--- src/rtl/bus_timer_pkg.sv ---
// Shared constants for the memory-mapped down-counting timer.
package bus_timer_pkg;

  // Register offsets relative to the timer base address
  typedef enum logic [2:0] {
    REG_CTRL   = 3'd0,
    REG_PRESC  = 3'd1,
    REG_RELOAD = 3'd2,
    REG_COUNT  = 3'd3,
    REG_STATUS = 3'd4
  } tmr_reg_e;

  localparam int unsigned NUM_REGS  = 5;

  // CTRL bit indices
  localparam int unsigned CTRL_EN   = 0;
  localparam int unsigned CTRL_IE   = 1;
  localparam int unsigned CTRL_AUTO = 2;

  // STATUS bit index
  localparam int unsigned STAT_PEND = 0;

  // Position of the timer interrupt in the CPU interrupt vector
  localparam int unsigned INT_TIMER = 0;

endpackage

--- src/rtl/bus_timer_if.sv ---
// CPU data-bus responder interface for the timer.
interface bus_timer_if #(
  parameter int unsigned DATA_W = 16
);
  logic [DATA_W-1:0] addr;
  logic              ctrl;
  logic [DATA_W-1:0] wdata;
  logic [DATA_W-1:0] rdata;
  logic              hit;

  modport master (output addr, ctrl, wdata, input rdata, hit);
  modport slave  (input addr, ctrl, wdata, output rdata, hit);
endinterface

--- src/rtl/timer_prescaler.sv ---
// Prescaler: pcnt runs 0..presc while enabled, ticking once per wrap.
module timer_prescaler #(
  parameter int unsigned PRESC_W = 8
) (
  input  logic               clk,
  input  logic               rst_n,
  input  logic               en,
  input  logic [PRESC_W-1:0] presc,
  input  logic               clr,
  output logic               tick
);

  logic [PRESC_W-1:0] pcnt_q, pcnt_d;

  // Tick on the terminal count; a count above a freshly lowered presc wraps silently
  always_comb begin
    tick   = en && (pcnt_q == presc);
    pcnt_d = pcnt_q + PRESC_W'(1);
    if (!en || clr || (pcnt_q >= presc)) begin
      pcnt_d = '0;
    end
  end

  // Prescaler count register
  always_ff @(posedge clk or negedge rst_n) begin
    if (!rst_n) begin
      pcnt_q <= '0;
    end else begin
      pcnt_q <= pcnt_d;
    end
  end

endmodule

--- src/rtl/bus_timer.sv ---
// Memory-mapped down-counting timer with prescaler, auto-reload and level interrupt.
module bus_timer
  import bus_timer_pkg::*;
#(
  parameter int unsigned       DATA_W    = 16,
  parameter logic [DATA_W-1:0] BASE_ADDR = 16'hFF40,
  parameter int unsigned       PRESC_W   = 8
) (
  input  logic        clk,
  input  logic        rst_n,
  bus_timer_if.slave  bus,
  output logic        int_timer
);

  logic               en_q, en_d;
  logic               ie_q, ie_d;
  logic               auto_q, auto_d;
  logic [PRESC_W-1:0] presc_q, presc_d;
  logic [DATA_W-1:0]  reload_q, reload_d;
  logic [DATA_W-1:0]  count_q, count_d;
  logic               pend_q, pend_d;

  logic [DATA_W-1:0]  off;
  logic               hit;
  logic               wr;
  tmr_reg_e           sel;
  logic               tick;
  logic               expire;
  logic               presc_clr;

  // Address decode: unsigned offset wraps below the base, so one compare covers both bounds
  always_comb begin
    off       = bus.addr - BASE_ADDR;
    hit       = (off <= DATA_W'(NUM_REGS - 1));
    sel       = tmr_reg_e'(off[2:0]);
    wr        = bus.ctrl && hit;
    presc_clr = wr && (sel == REG_CTRL) && bus.wdata[CTRL_EN] && !en_q;
  end

  assign bus.hit = hit;

  timer_prescaler #(
    .PRESC_W (PRESC_W)
  ) u_presc (
    .clk   (clk),
    .rst_n (rst_n),
    .en    (en_q),
    .presc (presc_q),
    .clr   (presc_clr),
    .tick  (tick)
  );

  // Zero-wait-state read mux
  always_comb begin
    bus.rdata = '0;
    if (hit) begin
      case (sel)
        REG_CTRL: begin
          bus.rdata[CTRL_EN]   = en_q;
          bus.rdata[CTRL_IE]   = ie_q;
          bus.rdata[CTRL_AUTO] = auto_q;
        end
        REG_PRESC:  bus.rdata[PRESC_W-1:0] = presc_q;
        REG_RELOAD: bus.rdata = reload_q;
        REG_COUNT:  bus.rdata = count_q;
        REG_STATUS: bus.rdata[STAT_PEND] = pend_q;
        default:    bus.rdata = '0;
      endcase
    end
  end

  // Next state: tick step first, then bus writes layered on top.
  // W1C is skipped on an expire so the set wins; a CTRL write overrides the one-shot EN clear.
  always_comb begin
    en_d     = en_q;
    ie_d     = ie_q;
    auto_d   = auto_q;
    presc_d  = presc_q;
    reload_d = reload_q;
    count_d  = count_q;
    pend_d   = pend_q;
    expire   = en_q && tick && (count_q == '0);

    if (en_q && tick) begin
      if (count_q != '0) begin
        count_d = count_q - DATA_W'(1);
      end else begin
        pend_d = 1'b1;
        if (auto_q) begin
          count_d = reload_q;
        end else begin
          en_d = 1'b0;
        end
      end
    end

    if (wr) begin
      case (sel)
        REG_CTRL: begin
          en_d   = bus.wdata[CTRL_EN];
          ie_d   = bus.wdata[CTRL_IE];
          auto_d = bus.wdata[CTRL_AUTO];
          if (bus.wdata[CTRL_EN] && !en_q) begin
            count_d = reload_q;
          end
        end
        REG_PRESC:  presc_d  = bus.wdata[PRESC_W-1:0];
        REG_RELOAD: reload_d = bus.wdata;
        REG_COUNT:  count_d  = bus.wdata;
        REG_STATUS: begin
          if (bus.wdata[STAT_PEND] && !expire) begin
            pend_d = 1'b0;
          end
        end
        default: ;
      endcase
    end
  end

  // Register file
  always_ff @(posedge clk or negedge rst_n) begin
    if (!rst_n) begin
      en_q     <= 1'b0;
      ie_q     <= 1'b0;
      auto_q   <= 1'b0;
      presc_q  <= '0;
      reload_q <= '0;
      count_q  <= '0;
      pend_q   <= 1'b0;
    end else begin
      en_q     <= en_d;
      ie_q     <= ie_d;
      auto_q   <= auto_d;
      presc_q  <= presc_d;
      reload_q <= reload_d;
      count_q  <= count_d;
      pend_q   <= pend_d;
    end
  end

  assign int_timer = pend_q & ie_q;

endmodule

--- src/flat_wrapper.sv ---
// flat-port wrapper written by rule: the top's interface ports become plain ports
module bus_timer_flat import bus_timer_pkg::*;
#(
  parameter int unsigned       DATA_W    = 16,
  parameter logic [DATA_W-1:0] BASE_ADDR = 16'hFF40,
  parameter int unsigned       PRESC_W   = 8
)
  (clk, rst_n, int_timer, bus_addr, bus_ctrl, bus_wdata, bus_rdata, bus_hit);
  bus_timer_if #(.DATA_W(DATA_W)) bus_i ();
  input  logic clk;
  input  logic rst_n;
  output logic int_timer;
  input wire logic [$bits(bus_i.addr)-1:0] bus_addr;
  input wire logic [$bits(bus_i.ctrl)-1:0] bus_ctrl;
  input wire logic [$bits(bus_i.wdata)-1:0] bus_wdata;
  output wire logic [$bits(bus_i.rdata)-1:0] bus_rdata;
  output wire logic [$bits(bus_i.hit)-1:0] bus_hit;
  assign bus_i.addr = bus_addr;
  assign bus_i.ctrl = bus_ctrl;
  assign bus_i.wdata = bus_wdata;
  assign bus_rdata = bus_i.rdata;
  assign bus_hit = bus_i.hit;
  bus_timer #(.DATA_W(DATA_W), .BASE_ADDR(BASE_ADDR), .PRESC_W(PRESC_W)) u_core (.clk(clk), .rst_n(rst_n), .bus(bus_i), .int_timer(int_timer));
endmodule
--- config.mk ---
export PLATFORM = sky130hd
export DESIGN_NAME = bus_timer_flat
export DESIGN_NICKNAME = d
export VERILOG_FILES = /design/src/rtl/bus_timer_pkg.sv /design/src/rtl/bus_timer_if.sv /design/src/rtl/timer_prescaler.sv /design/src/rtl/bus_timer.sv /design/src/flat_wrapper.sv
export SDC_FILE = /design/constraint.sdc
export NUM_CORES = 1
export LEC_CHECK = 0
export ABC_AREA = 1
export BUFFER_PORTS_ARGS = -buffer_cell sky130_fd_sc_hd__buf_2
export CAP_MARGIN = 15
export CORE_AREA = 2 2 138 140
export CTS_CLUSTER_DIAMETER = 40
export DETAILED_ROUTE_END_ITERATION = 7
export DIE_AREA = 0 0 140 142
export PLACE_DENSITY = 0.43
export SLEW_MARGIN = 10
export SYNTH_ARGS = -nofsm -noshare
export SYNTH_HDL_FRONTEND = slang
export SYNTH_HIERARCHICAL = 1
export SYNTH_SLANG_ARGS = --single-unit
--- constraint.sdc ---
create_clock -name clk -period 2.12 [get_ports clk]
set_input_delay 0.212 -clock clk [delete_from_list [all_inputs] [get_ports clk]]
set_output_delay 0.212 -clock clk [all_outputs]
set_load 0.05 [all_outputs]
==> qor.yml <==
peakVddDrop_mv: 0.276
crit_path_start: "u_core/presc_q[7]"
fin_crit_sh: 0.910
root_buffer: "clkbuf_16"
worst_path_most_repeated_cell: "nand2_2"
min_path_type: "in -> reg"
place.gp.congestion: 0.829
status: "finished with violations"
cellPowerDensity_nw_per_um2: 411
syn_to_final_growth_pct: 23.0
drc: 1
first_pass_iters: 8
rsz0062_at_grt: "no"
whs_ns: 0.142
max_freq_mhz: 519
p_seq_frac: 0.462
cp_slowest_cell: "dfrtp_1"
syn_avg_cell_area_um2: 6.27
cpLargestDelayFamily: "simple AND/OR/NAND/NOR gates"
maxCapViolations: 0
setup_viol: 0
overflow: 0
core_um2: 18500
synth_area_leaders: "dfrtp_1, nand2_1, nand3_1"
ios: 53
slew-limit-headroom: 0.448
ys.flop_type: "dfrtp_1"
cp.arrival_ns: 2.17
ys_ff_latch: 52
initial_utilization: 0.235
critPathKind: "reg -> reg"
grt_pass1_wl_um: 23200
n_antenna_cell: 0
hold_path.startpoint: "bus_wdata[8]"
netlist_area_um2: 4340
power.leakage_nw: 2.79
synth_warnings: 6
dpl_cell_area_um2: 5070
slew_violations: 0
track_usage: 0.148
synthDistinctLibCells: 41
cts.htree.levels: 2
finalHoldViolations: 0
totalWireLength_um: 14500
reg2regPathDepth: 13
syn-instance-count: 692
wl_per_cell_um: 14.3
crit_required_ns: 2.36
ys_async_sr_fraction: 1.00
hpwlAfterDp_um: 10900
ant_nets: 0
regToRegStartpoint: "u_core/presc_q[7]"
die_w_um: 140
vias: 4518
combPwrFrac: 0.136
drive_gt1_frac: 0.216
cts_buffers: 5
via_per_inst: 4.47
switching_share: 0.293
grt_pass1_vias: 4323
drt_iter0_drc: 220
switchingPower_mw: 0.641
grt_max_degree: 28
final_core_util: 0.289
fillers: 2083
violations: "DRC"
fin_area_um2: 5340
cp_max_fo: 5
yosys.area.top_type: "dfrtp_1"
antenna_found_initial: 0
cts.sinks: 52
startpoint_type: "register"
pwr-share-clk: 0.401
rows: 50
io_buffers: 52
nNetsFinal: 821
worstMarginPinSlew_ns: 0.826
clk_latency_ns: 0.30
cts_tree: "done"
end_kind: "register"
hold_path_end: "u_core/count_q[8]"
p_int_mw: 1.55
finClkSkew_ns: 0.00551
yosysSeqAreaShare: 0.300
crit_path_max_incr_delay_ns: 0.37
crit_chain: "inv_1, ha_1, nand2_2, nor2_4, nand2_2, nor2_2, nand2_1, inv_2, buf_6, nor2_1, o21bai_1, nand2b_1, nand3_1"
ctsLongestPathBuffers: 2
worst-path-buf-inv: 3
synth_edf_count: 0
timing.rr.end: "u_core/count_q[3]"
yosysTopAreaCellShare: 0.300
clk_pin_slew_ns: 0.08
dieArea_um2: 19900
hold_depth: 3
fp.dieH_um: 142
r2r_slack_ns: 0.19
synth_fp_nets: 738
final_cell_mix: "nand2_1, nor2_1, inv_1, nand3_1, buf_2"
layout_commonest_cell: "nand2_1"
period_needed_ns: 1.93
[registers in the layout, indices dropped and copies added (netlist names)]
signal and cells:
u_core/u_presc/pcnt_q 8, u_core/presc_q 8, u_core/pend_q 1, u_core/count_q 16, u_core/auto_q 1, u_core/ie_q 1
u_core/reload_q 16, u_core/en_q 1
[cell usage after synthesis, types with 3 or more instances]
cell type    n
a22oi_1      9
inv_1       74
or2_2        3
a31oi_1      7
inv_2        6
buf_6        4
nand2_2      3
nand4_1      6
clkbuf_1    11
dfrtp_1     52
buf_2        7
nor3_1       4
o211ai_1     4
o21ai_1     17
ha_1        11
o21ai_2     15
nor2_1      87
a21oi_1     14
o21ai_0     16
nand3_1     67
nand2_1    234
nor2_2      13
nand2_4      4
[worst max path at each step]
stage | end | cells after the start
finish | u_core/count_q[3] | 13
detailed placement | u_core/count_q[1] | 11
floorplan | bus_rdata[6] | 8
global route | u_core/count_q[9] | 10
global placement | u_core/count_q[3] | 11
CTS | u_core/count_q[1] | 11
[cells by family (layout without fill, tap and decap cells)]
group / after synthesis / in the layout / synth area share
fa+ha+maj: 11 / 11 / 0.0317
buf+inv: 105 / 189 / 0.100
xor+xnor: 4 / 4 / 0.00808
flops: 52 / 52 / 0.300
simple gates: 432 / 432 / 0.431
compound gates: 88 / 88 / 0.129
[worst reg2reg max path, stage by stage, from the launching register on]
cell	delay (ns)
dfrtp_1	0.37
inv_1	0.05
ha_1	0.30
nand2_2	0.08
nor2_4	0.12
nand2_2	0.07
nor2_2	0.09
nand2_1	0.08
inv_2	0.12
buf_6	0.13
nor2_1	0.04
o21bai_1	0.16
nand2b_1	0.15
nand3_1	0.11
[repair_timing]
item / in CTS / in global routing
setup buffers: 0 / 7
resized for setup: 0 / 13
hold buffers: 1 / 0
endpoints found under the hold margin: 16 / 0
endpoints found under the setup margin: 0 / 15
[layer usage]
metal / vias to the layer above / part of all wire / track usage
li1: 2368 / - / -
met1: 2063 / 0.47 / 0.193
met2: 73 / 0.49 / 0.263
met3: 14 / 0.031 / 0.0178
met4: 0 / 0.014 / 0.0367
met5: - / 0 / 0
[area by class of cell]
cell class	instances	area (µm²)	area share
Tap cell	234	293	0.0549
Sequential cell	52	1300	0.244
Multi-Input combinational cell	535	2640	0.495
Inverter	82	310	0.0581
Clock buffer	5	125	0.0234
Clock inverter	3	21.3	0.00398
Timing Repair Buffer	99	643	0.120
[per-stage QoR]
step	power [mW]	setup WS [ns]	instances	TNS, ns
after floorplan	1.19	-0.0837	692	-0.167
after global placement	1.33	0.0961	992	0
after detailed placement	1.33	0.105	992	0
after CTS	2.22	0.0936	1001	0
after global routing	2.31	0.0174	1010	0
final	2.19	0.192	1010	0
[power by group through the flow]
stage	combinational [mW]	sequential, mW	clock (mW)
final	0.298	1.01	0.880
after global routing	0.341	1.02	0.951
after CTS	0.298	1.01	0.910
after detailed placement	0.296	1.03	0
after global placement	0.298	1.03	0
after floorplan	0.155	1.03	0
Power figures use the tool's default switching activity.
